==> src/rtl/axis_joiner_masked.sv <==
// Joins one packet from each enabled input stream, lowest index first, into a single output frame.
// The enable mask is captured once per frame; output beats pass through a 2-entry skid buffer.
module axis_joiner_masked #(
   parameter int AXIS_BYTES     = 1,
   parameter int AXIS_USER_BITS = 1,
   parameter int NUM_STREAMS    = 2,
   parameter int PASS_ALL_TLAST = 0,
   localparam int CTR_WIDTH     = (NUM_STREAMS == 1) ? 1 : $clog2(NUM_STREAMS)
) (
   input  logic                                   clk,
   input  logic                                   sreset,
   input  logic [NUM_STREAMS-1:0]                 enable_mask_i,
   output logic                                   frame_done_o,
   input  logic [NUM_STREAMS-1:0]                 axis_i_tvalid,
   output logic [NUM_STREAMS-1:0]                 axis_i_tready,
   input  logic [NUM_STREAMS-1:0]                 axis_i_tlast,
   input  logic [NUM_STREAMS*AXIS_BYTES-1:0]      axis_i_tkeep,
   input  logic [NUM_STREAMS*AXIS_BYTES*8-1:0]    axis_i_tdata,
   input  logic [NUM_STREAMS*AXIS_USER_BITS-1:0]  axis_i_tuser,
   output logic                                   axis_o_tvalid,
   input  logic                                   axis_o_tready,
   output logic                                   axis_o_tlast,
   output logic [AXIS_BYTES-1:0]                  axis_o_tkeep,
   output logic [AXIS_BYTES*8-1:0]                axis_o_tdata,
   output logic [AXIS_USER_BITS-1:0]              axis_o_tuser,
   output logic [CTR_WIDTH-1:0]                   axis_o_tid
);

   localparam int DW = AXIS_BYTES * 8;

   typedef enum logic {IDLE, ACTIVE} state_t;

   typedef struct packed {
      logic [CTR_WIDTH-1:0]      tid;
      logic                      fin;
      logic                      last;
      logic [AXIS_USER_BITS-1:0] user;
      logic [AXIS_BYTES-1:0]     keep;
      logic [DW-1:0]             data;
   } beat_t;

   state_t                 state_q;
   logic [NUM_STREAMS-1:0] mask_q;
   logic [CTR_WIDTH-1:0]   ctr_q;

   logic [CTR_WIDTH-1:0]   firstIdx;
   logic [CTR_WIDTH-1:0]   nextIdx;
   logic                   hasNext;
   logic                   inReady;
   logic                   push;
   logic                   pop;
   logic                   selLast;
   beat_t                  inBeat;

   logic                   oValid_q, oValid_d;
   logic                   sValid_q, sValid_d;
   beat_t                  oBeat_q, oBeat_d;
   beat_t                  sBeat_q, sBeat_d;

   // Lowest enabled stream for a new frame, and the next enabled stream above the current one.
   always_comb begin
      firstIdx = '0;
      nextIdx  = '0;
      hasNext  = 1'b0;
      for (int i = NUM_STREAMS - 1; i >= 0; i--) begin
         if (enable_mask_i[i]) firstIdx = CTR_WIDTH'(i);
         if (mask_q[i] && (i > int'(ctr_q))) begin
            nextIdx = CTR_WIDTH'(i);
            hasNext = 1'b1;
         end
      end
   end

   always_comb begin
      inReady       = (state_q == ACTIVE) && !(oValid_q && sValid_q);
      axis_i_tready = inReady ? (NUM_STREAMS'(1) << ctr_q) : '0;
      push          = inReady && axis_i_tvalid[ctr_q];
      pop           = oValid_q && axis_o_tready;
      selLast       = axis_i_tlast[ctr_q];
      inBeat.tid    = ctr_q;
      inBeat.fin    = selLast && !hasNext;
      inBeat.last   = (PASS_ALL_TLAST != 0) ? selLast : (selLast && !hasNext);
      inBeat.user   = axis_i_tuser[int'(ctr_q)*AXIS_USER_BITS +: AXIS_USER_BITS];
      inBeat.keep   = axis_i_tkeep[int'(ctr_q)*AXIS_BYTES +: AXIS_BYTES];
      inBeat.data   = axis_i_tdata[int'(ctr_q)*DW +: DW];
   end

   always_ff @(posedge clk) begin
      if (sreset) begin
         state_q <= IDLE;
         mask_q  <= '0;
         ctr_q   <= '0;
      end else begin
         case (state_q)
            IDLE: begin
               mask_q <= enable_mask_i;
               if (|enable_mask_i) begin
                  ctr_q   <= firstIdx;
                  state_q <= ACTIVE;
               end
            end
            ACTIVE: begin
               if (push && selLast) begin
                  if (hasNext) ctr_q <= nextIdx;
                  else         state_q <= IDLE;
               end
            end
            default: state_q <= IDLE;
         endcase
      end
   end

   // The skid slot only fills when a beat arrives while the output slot is held by back-pressure.
   always_comb begin
      oValid_d = oValid_q;
      oBeat_d  = oBeat_q;
      sValid_d = sValid_q;
      sBeat_d  = sBeat_q;
      if (!oValid_q || pop) begin
         if (sValid_q) begin
            oValid_d = 1'b1;
            oBeat_d  = sBeat_q;
            sValid_d = push;
            if (push) sBeat_d = inBeat;
         end else begin
            oValid_d = push;
            if (push) oBeat_d = inBeat;
         end
      end else if (push) begin
         sValid_d = 1'b1;
         sBeat_d  = inBeat;
      end
   end

   always_ff @(posedge clk) begin
      if (sreset) begin
         oValid_q <= 1'b0;
         sValid_q <= 1'b0;
      end else begin
         oValid_q <= oValid_d;
         sValid_q <= sValid_d;
         oBeat_q  <= oBeat_d;
         sBeat_q  <= sBeat_d;
      end
   end

   assign axis_o_tvalid = oValid_q;
   assign axis_o_tlast  = oBeat_q.last;
   assign axis_o_tkeep  = oBeat_q.keep;
   assign axis_o_tdata  = oBeat_q.data;
   assign axis_o_tuser  = oBeat_q.user;
   assign axis_o_tid    = oBeat_q.tid;
   assign frame_done_o  = pop && oBeat_q.fin;

endmodule

==> config.mk <==
export PLATFORM = sky130hd
export DESIGN_NAME = axis_joiner_masked
export DESIGN_NICKNAME = d
export VERILOG_FILES = /design/src/rtl/axis_joiner_masked.sv
export SDC_FILE = /design/constraint.sdc
export NUM_CORES = 1
export LEC_CHECK = 0
export ABC_AREA = 1
export CAP_MARGIN = 20
export CORE_ASPECT_RATIO = 1.75
export CORE_MARGIN = 2
export CORE_UTILIZATION = 40
export CTS_BUF_LIST = sky130_fd_sc_hd__clkbuf_2
export DETAILED_ROUTE_END_ITERATION = 8
export PLACE_DENSITY = 0.72
export SETUP_SLACK_MARGIN = 0.3
export SYNTH_ARGS = -nofsm -noshare
export SYNTH_HDL_FRONTEND = slang
export SYNTH_SLANG_ARGS = --single-unit
==> constraint.sdc <==
create_clock -name clk -period 2.45 [get_ports clk]
set_clock_uncertainty 0.2 [all_clocks]
set_input_delay 0.49 -clock clk [delete_from_list [all_inputs] [get_ports clk]]
set_output_delay 0.49 -clock clk [all_outputs]
set_load 0.1 [all_outputs]
==> impl_results.md, run 1 <==
* Area contributors post-synth: edfxtp_1, nand2_1, dfxtp_1
* Syn-to-layout area delta at 42.1%
* Yosys top cell area share at 55.5%
* Starting DRT DRC Count at 25
* Row count at 27
* Crit. End Element: primary output
* First-pass GRT wire length at between 4000 and 5000 um
* Fill cell count at around 290
* Peak supply drop at 0.000345 V
* Tmin final at 2.05 ns
* GRT Total Usage at 18.5%
* Antenna viol nets, final at 0
* Hold Buf Count CTS at 0
* Antenna violations before repair at 0
* CP Data Required Time at 1.76 ns
* Syn nets at ~160
* Unrepaired setup endpoints after global routing: no
* CTS tree: yes
* Initial Utilization at between 40% and 50%
* Pleak at 0.757 nW
* Max clock buf depth at 2
* Largest net degree at the start of global routing at 24
* EDFF count, synth at 24
* Vias in the first global route at 1152
* Wire length per cell at 13.2 um
* Grt ovf at 0
* Flops & latches, synth at 29
* Root Buffer: clkbuf_2
* Final net count at 211
* Crit Path Category: reg -> out
* Hold depth at 2
* Most frequent cells after synthesis: nand2_1, edfxtp_1, nor2_1, a31oi_1, inv_1
* Hpwl dp at 2230 um
* Critical Path AT at around 1.4 ns
* Final Instance Area at 0.00185 mm2
* Post-synth ARST share at 0%
* Ports at between 40 and 50
* Worst hold path class: reg -> reg
* Slew @ Worst Pin at 0.362 ns
* Hold Slack at 0.314 ns
* Post-synthesis sequential area ratio at 63.2%
* CTS HTree Levels at 2
* Post-Route Setup TNS at 0 ns
* Count leader, synth: nand2_1
* Synth warnings at 0
* Gp weighted congestion at 0.756
* Period utilisation layout at 83.6%
* R2R depth at 6
* Vias at 1118
* Startpoint Class: register
* Final WL at between 2000 and 3000 um
* Area of the die at 0.00374 mm2
* Total clock buffers created by CTS at 5
* Sequential Area at 826 um2
* TritonRoute pass-1 iters at 4
* Via density at 4.95
* Post-Syn Instances at about 130
* Max cap viols at 0
* Crit-path max FO at 15
* Clock slew at reported path FFs at between 0.1 and 0.15 ns
* Syn_area_per_cell at 9.84 um2
* Fmax at 488 MHz
* Final setup viols at 0
* N_diodes at 0
* Core Area at approximately 0.0031 mm2
* Remaining DRCs at 0
* Slew HR at 75.8%
* Die height at 79.4 um
* Chip Width at between 40 and 50 um
* Area of the multi-input gates at 418 um2
* Clock Latency Late Sink at 0.36 ns
* Ys flop type: edfxtp_1
* Number of buffers added on ports at 44
* Number of distinct library cells after synthesis at 19
* DP Area at 0.00179 mm2
* Share of layout cells above drive strength 1 at 23.5%
* Synth Cell Area at between 0.001 and 0.0015 mm2
* Slew Limit Fails at 0
* Cell Pwr Density at 570 mW/mm2
* Clk sinks at 29
* Final hold vios at 0
* Synth area leader: edfxtp_1
* Status: finished clean
## repair_timing
action | CTS | global route
setup endpoints to repair | 2 | 2
resized for setup | 2 | 1
pin swaps | 1 | 0
gates cloned | 0 | 0
buffers inserted | 1 | 0
## cell families after synthesis
family / Yosys count / synth area share, %
buf+inv: 15 / 6.36
flops: 29 / 63.2
simple gates: 66 / 19.9
compound gates: 22 / 10.5
## layout by cell type (no fill, tap or decap), types with 2 or more instances in the layout
cell type        instances
edfxtp_1                24
buf_12                   3
nand2_1                 45
clkinv_2                 2
nand2_2                  3
inv_2                    2
a31oi_1                 11
dfxtp_2                  4
clkdlybuf4s50_1         28
nor2_1                  13
nor2_4                   3
a21oi_1                  6
clkbuf_2                 6
o21ai_1                  2
inv_1                    7
buf_4                   17
## layer usage
| layer | vias to the layer above | GRT usage (%) | wire, um |
|---|---|---|---|
| met3 | 10 | 4.98 | 218 |
| met4 | 0 | 10.3 | 87 |
| met1 | 518 | 18.8 | 1090 |
| met2 | 44 | 31.9 | 1580 |
| met5 | - | 0 | 0 |
| li1 | 546 | - | - |
## power breakdown
part	total (W)	switching, W	internal, W
Combinational	0.000248	0.000155	0.0000931
Clock	0.000234	0.000163	0.0000715
Sequential	0.000570	0.0000137	0.000556
## stage by stage
step | worst slack [ns] | cells | utilization [%] | power [W]
floorplan | 0.121 | 132 | - | 0.000736
global placement | 0.282 | 217 | 57.7 | 0.000821
detailed placement | 0.210 | 217 | 57.7 | 0.000827
CTS | 0.345 | 226 | 59.3 | 0.00106
global route | 0.306 | 226 | 59.4 | 0.00111
finish | 0.402 | 226 | 59.4 | 0.00105
## final cells by class
| class | instances | share of cell area, % |
|---|---|---|
| clock buffers | 6 | 1.63 |
| flip-flops and latches | 29 | 44.7 |
| repair buffers | 48 | 25.4 |
| inverters | 10 | 2.17 |
| clock inverters | 2 | 0.542 |
| well taps | 43 | 2.92 |
| multi-input cells | 88 | 22.6 |
## registers in the layout, indices dropped and copies added, names as in the netlist
register / count
axis_o_tkeep: 1
sValid_q: 1
sBeat_q: 12
axis_o_tdata: 8
axis_o_tuser: 1
mask_q: 1
axis_o_tid: 1
oBeat_q: 1
axis_o_tvalid: 1
state_q: 1
ctr_q: 1
## final timing paths
path,slack [ns],start,endpoint
worst max-delay path,0.40,ctr_q,axis_i_tready[1]
worst min-delay path,0.31,state_q,state_q
worst max register to register,0.62,ctr_q,sBeat_q[1]
worst min register to register,0.31,state_q,state_q
## worst max-delay path, cell delays in order, from the launching register on
cell,delay [ns]
dfxtp_2,0.52
inv_4,0.15
nor2_4,0.15
buf_12,0.18
(Power assumes the default switching activity.)
==> inputs of run 2 (changes only) <==
- PLACE_DENSITY: 0.72 -> 0.75
- clock period: 2.45 -> 1.7 ns (I/O delays scaled with it)
==> run 2 against run 1 <==
  * The flow now finishes with violations (negative setup slack)
  * Cell count grew 6.6%
  * Register-to-register slack lost 0.70 ns
  * Via count grew 8.6%
  * Largest power group unchanged
  * Critical path depth grew 2
==> impl_results.md, run 2 (synthesis results as in run 1) <==
* Crit-path max FO at 2
* First-pass GRT wire length at 5090 um
* Vias at 1214
* Final setup viols at 15
* Unrepaired setup endpoints after global routing: yes
* Antenna violations before repair at 0
* Max cap viols at 0
* Worst hold path class: reg -> reg
* Slew HR at 84.4%
* Final hold vios at 0
* Remaining DRCs at 0
* Tmin final at 1.83 ns
* Clk sinks at 29
* Ports at 45
* Most common cell after layout, fill and taps aside: nand2_1
* N_diodes at 0
* Cell Pwr Density at 717 mW/mm2
* Startpoint Class: register
* Pleak at 0.945 nW
* Buf/Inv on CP at 3
* Die height at 79.4 um
* Power, Total at ~0.0016 W
* Period utilisation layout at 107%
* GRT Total Usage at between 10% and 20%
* CTS tree: yes
* CP max stage delay at 0.37 ns
* CP Data Required Time at 1.16 ns
* Commonest non-fill, non-tap cells in the layout: nand2_1, clkdlybuf4s50_1, edfxtp_1
* CTS HTree Levels at 2
* Chip Width at 47.1 um
* Critical Path, Cell by Cell: inv_2, a21oi_4, inv_2, nor2_4, buf_12
* Share of layout cells above drive strength 1 at roughly a third
* TritonRoute pass-1 iters at 5
* Starting DRT DRC Count at 37
* Critical Path AT at between 1 and 1.5 ns
* Dpl ws at -0.193 ns
* Slew Limit Fails at 0
* Slew @ Worst Pin at between 0.2 and 0.25 ns
* Total clock buffers created by CTS at 5
* Max clock buf depth at 2
* Syn-to-layout area delta at 75.5%
* Core Area at approximately 0.0031 mm2
* Area of the die at roughly 0.0037 mm2
* CP max stage cell: dfxtp_2
* Post-Route Setup TNS at -1.06 ns
* Number of buffers added on ports at 44
* Crit Path Category: reg -> out
* Crit. End Element: primary output
* Final net count at 226
* Reg with most FFs: sBeat_q
* Critical path's top delay family: flip-flops
* Placed Cells at 221
* Largest net degree at the start of global routing at 23
* Grt ovf at 0
* Row count at 27
* Root Buffer: clkbuf_2
* Wire length per cell at 15.3 um
* Vias in the first global route at 1152
* Fill cell count at 228
* Clock slew at reported path FFs at 0.16 ns
* Fmax at 547 MHz
* Gp weighted congestion at 0.691
* Status: finished, violations left
* Clock Latency Late Sink at around 0.35 ns
* Hold Buf Count CTS at 0
* Layout Cells excl Fill at 241
* Peak supply drop at 0.000673 V
* Failing checks: negative setup slack
* Final WL at 3680 um
* Initial Utilization at 41.8%
* Final worst setup slack at -0.127 ns
* Hpwl dp at 2410 um
* Max FFs per register at 12
* CP most frequent cell: inv_2
* Antenna viol nets, final at 0
* Via density at 5.04
==> run 2: repair_timing <==
action / in CTS / in global routing
setup buffers: 6 / 4
pin swaps: 2 / 3
cloned: 0 / 2
endpoints found under the setup margin: 53 / 51
gates resized for setup: 8 / 7
==> run 2: through the flow <==
stage / hold WS, ns / area, um2 / utilization [%]
CTS: 0.316 / 2160 / 69.6
global placement: 0.297 / 2060 / 66.3
finish: 0.335 / 2280 / 73.3
global route: 0.346 / 2280 / 73.3
floorplan: 0.200 / 1370 / -
detailed placement: 0.297 / 2060 / 66.3
==> run 2: path summary, 6_finish.rpt <==
path / start / end / slack, ns / cells after the start
max reg2reg: state_q / axis_o_tdata[7] / -0.08 / 7
max: state_q / axis_i_tready[0] / -0.13 / 5
min reg2reg: mask_q[1] / mask_q[1] / 0.34 / 2
min: mask_q[1] / mask_q[1] / 0.34 / 2
==> run 2: cell type report <==
class / count / area (um2) / area share [%]
repair buffers: 63 / 847 / 37.2
flip-flops and latches: 29 / 831 / 36.4
multi-input cells: 88 / 468 / 20.5
well taps: 43 / 53.8 / 2.36
inverters: 10 / 42.5 / 1.87
clock buffers: 5 / 25.0 / 1.10
clock inverters: 3 / 12.5 / 0.549
==> run 2: layer usage <==
| layer | vias up | part of all wire, % | global-route usage, % |
|---|---|---|---|
| li1 | 578 | - | - |
| met1 | 579 | 34 | 19.9 |
| met2 | 51 | 59 | 33.8 |
| met3 | 6 | 4.8 | 4.98 |
| met4 | 0 | 1.8 | 8.61 |
| met5 | - | 0 | 0 |
==> run 2: where the power goes <==
part	switching (W)	internal, W	total (W)
registers	0.0000201	0.000801	0.000821
logic	0.000262	0.000216	0.000478
clock network	0.000244	0.0000900	0.000334
total	0.000526	0.00111	0.00163
==> run 2: worst reg2reg max path, cell delays in order (launching register included) <==
cell	delay, ns
dfxtp_2	0.37
inv_2	0.05
a21oi_4	0.14
buf_4	0.14
buf_6	0.10
nand2_4	0.07
a21oi_4	0.25
clkbuf_16	0.20
==> inputs of run 3 (changes only) <==
- ABC_AREA: 1 -> not set
- GPL_TIMING_DRIVEN: not set -> 1
==> run 3 against run 2 <==
  * The run still ends with negative setup slack left
  * Cell area is 7.2% higher
  * Die area is 0.54% higher
  * Area after synthesis is 0.58% higher
  * Non-clock buffer count is 8 higher
  * Synthesized cell count is 36% lower
==> impl_results.md, run 3 <==
* Status: finished, violations left
* Failing checks: negative setup slack
* CTS tree: yes
* Hold Buf Count CTS at 0
* Ys flop type: edfxtp_1
* Crit. End Element: primary output
* Fmax at between 500 and 600 MHz
* Clk sinks at 29
* Initial Utilization at 41.6%
* Reg2Reg Launch Point: ctr_q
* Via density at 4.91
* Die height at about 80 um
* Final WL at approximately 3200 um
* Grt ovf at 0
* Total clock buffers created by CTS at 5
* Crit-path max FO at 4
* Slew HR at 79.9%
* Final hold vios at 0
* R2R depth at 6
* Commonest non-fill, non-tap cells in the layout: clkdlybuf4s50_1, edfxtp_1, mux2_4
* Crit Path Category: reg -> out
* Syn-to-layout area delta at 87.1%
* Yosys top cell area share at 55.2%
* End-of-flow core utilization at 77.8%
* TritonRoute pass-1 iters at 4
* Antenna violations before repair at 0
* Post-synthesis sequential area ratio at a little over three fifths
* Largest net degree at the start of global routing at 15
* Dpl ws at -0.240 ns
* Core Area at 0.00314 mm2
* Area contributors post-synth: edfxtp_1, mux2_2, dfxtp_1
* Share of layout cells above drive strength 1 at 58.9%
* Synth warnings at 0
* Hold depth at 2
* Vias at 986
* Final worst setup slack at -0.0891 ns
* Final net count at ~190
* Vias in the first global route at 953
* Gp weighted congestion at roughly 0.87
* CTS HTree Levels at 2
* Startpoint Class: register
* Final setup viols at 14
* Cell Pwr Density at 680 mW/mm2
* Hpwl dp at ~2200 um
* Syn_area_per_cell at 15.6 um2
* Origin of the worst min-delay path: mask_q[1]
* Flops & latches, synth at 29
* Antenna viol nets, final at 0
* Critical Path AT at 1.25 ns
* EDFF count, synth at 24
* Synth Cell Area at 0.00131 mm2
* Worst R2R Setup Slack at -0.05 ns
* Chip Width at roughly 47 um
* Layout Cells excl Fill at 201
* Unrepaired setup endpoints after global routing: yes
* Number of buffers added on ports at 44
* Remaining DRCs at 0
* Most common cell after layout, fill and taps aside: clkdlybuf4s50_1
* GRT Total Usage at 18.4%
* Number of distinct library cells after synthesis at 24
* Clock Latency Late Sink at between 0.3 and 0.4 ns
* Synth area leader: edfxtp_1
* Syn nets at 113
* Count leader, synth: edfxtp_1
* Row count at 27
* CP Data Required Time at 1.16 ns
* Starting DRT DRC Count at 18
* First-pass GRT wire length at about 4600 um
* Placed Cells at 177
* Slew Limit Fails at 0
* N_diodes at 0
* Max FFs per register at 12
* Pleak at between 0.9 and 1 nW
* Ports at 45
* Root Buffer: clkbuf_2
* Post-synth ARST share at 0%
* Reg with most FFs: sBeat_q
* Max cap viols at 0
* Wire length per cell at 15.8 um
* R2R Path End: sBeat_q[2]
* Period utilisation layout at 105%
* Worst hold path class: reg -> reg
* Slew @ Worst Pin at approximately 0.3 ns
* Tmin final at about 1.8 ns
* Area of the die at ~0.0038 mm2
* Max clock buf depth at 2
* Most frequent cells after synthesis: edfxtp_1, mux2_2, a21oi_1, dfxtp_1
* Clock slew at reported path FFs at roughly 0.15 ns
* Post-Syn Instances at 84
* Peak supply drop at 0.000493 V
* Hold Crit Endpoint: mask_q[1]
run 3: power by group:
part           internal, W  total, W  switching [W]
combinational     0.000283  0.000521       0.000238
sequential        0.000797  0.000812      0.0000152
clock             0.000110  0.000329       0.000219
run 3: how the worst max path moves through the flow:
stage / start / endpoint / slack [ns] / cells past startpoint
2_1_floorplan: oBeat_q[11] / frame_done_o / -0.27 / 1
3_3_place_gp: axis_o_tready / sBeat_q[8] / -0.21 / 5
3_5_place_dp: axis_o_tready / sBeat_q[0] / -0.24 / 5
4_1_cts: ctr_q / axis_i_tready[0] / -0.1 / 3
5_1_grt: state_q / axis_i_tready[0] / -0.14 / 3
6_report: ctr_q / axis_i_tready[0] / -0.09 / 3
run 3: through the flow:
step                      total power, W  hold slack (ns)  TNS (ns)  area, um2
after detailed placement         0.00127            0.309     -5.46       2130
after floorplan                  0.00108            0.229     -1.88       1410
final                            0.00166            0.349    -0.582       2440
after global routing             0.00173            0.378    -0.930       2440
after global placement           0.00126            0.299     -4.47       2130
after CTS                        0.00162            0.335    -0.682       2310
run 3: area by class of cell:
class	count	area, um2
flip-flops and latches	29	833
well taps	43	53.8
multi-input cells	49	602
clock inverters	1	3.75
repair buffers	71	912
inverters	1	3.75
clock buffers	7	35.0
fillers	184	698
run 3: worst max-delay path, stage by stage (launching register included):
cell	delay [ns]
dfxtp_4	0.38
buf_6	0.11
and2b_4	0.25
buf_12	0.17
run 3: what timing repair did:
item / CTS / global route
setup endpoints to repair: 55 / 62
pin swaps: 1 / 8
resized for setup: 16 / 21
buffers inserted: 8 / 7
gates cloned: 1 / 0
run 3: logic make-up after synthesis:
family | after synthesis | synth area share [%]
compound gates | 10 | 5.65
buf+inv | 6 | 3.74
flops | 29 | 62.8
mux | 23 | 20.7
simple gates | 16 | 7.09
run 3: metal layers:
metal  vias to the layer above  share of wire, %  GRT usage (%)
li1                        467                 -              -
met1                       488                35           17.8
met2                        25                58           32.2
met3                         6               3.1           5.43
met4                         0               3.1           10.3
met5                         -                 0              0
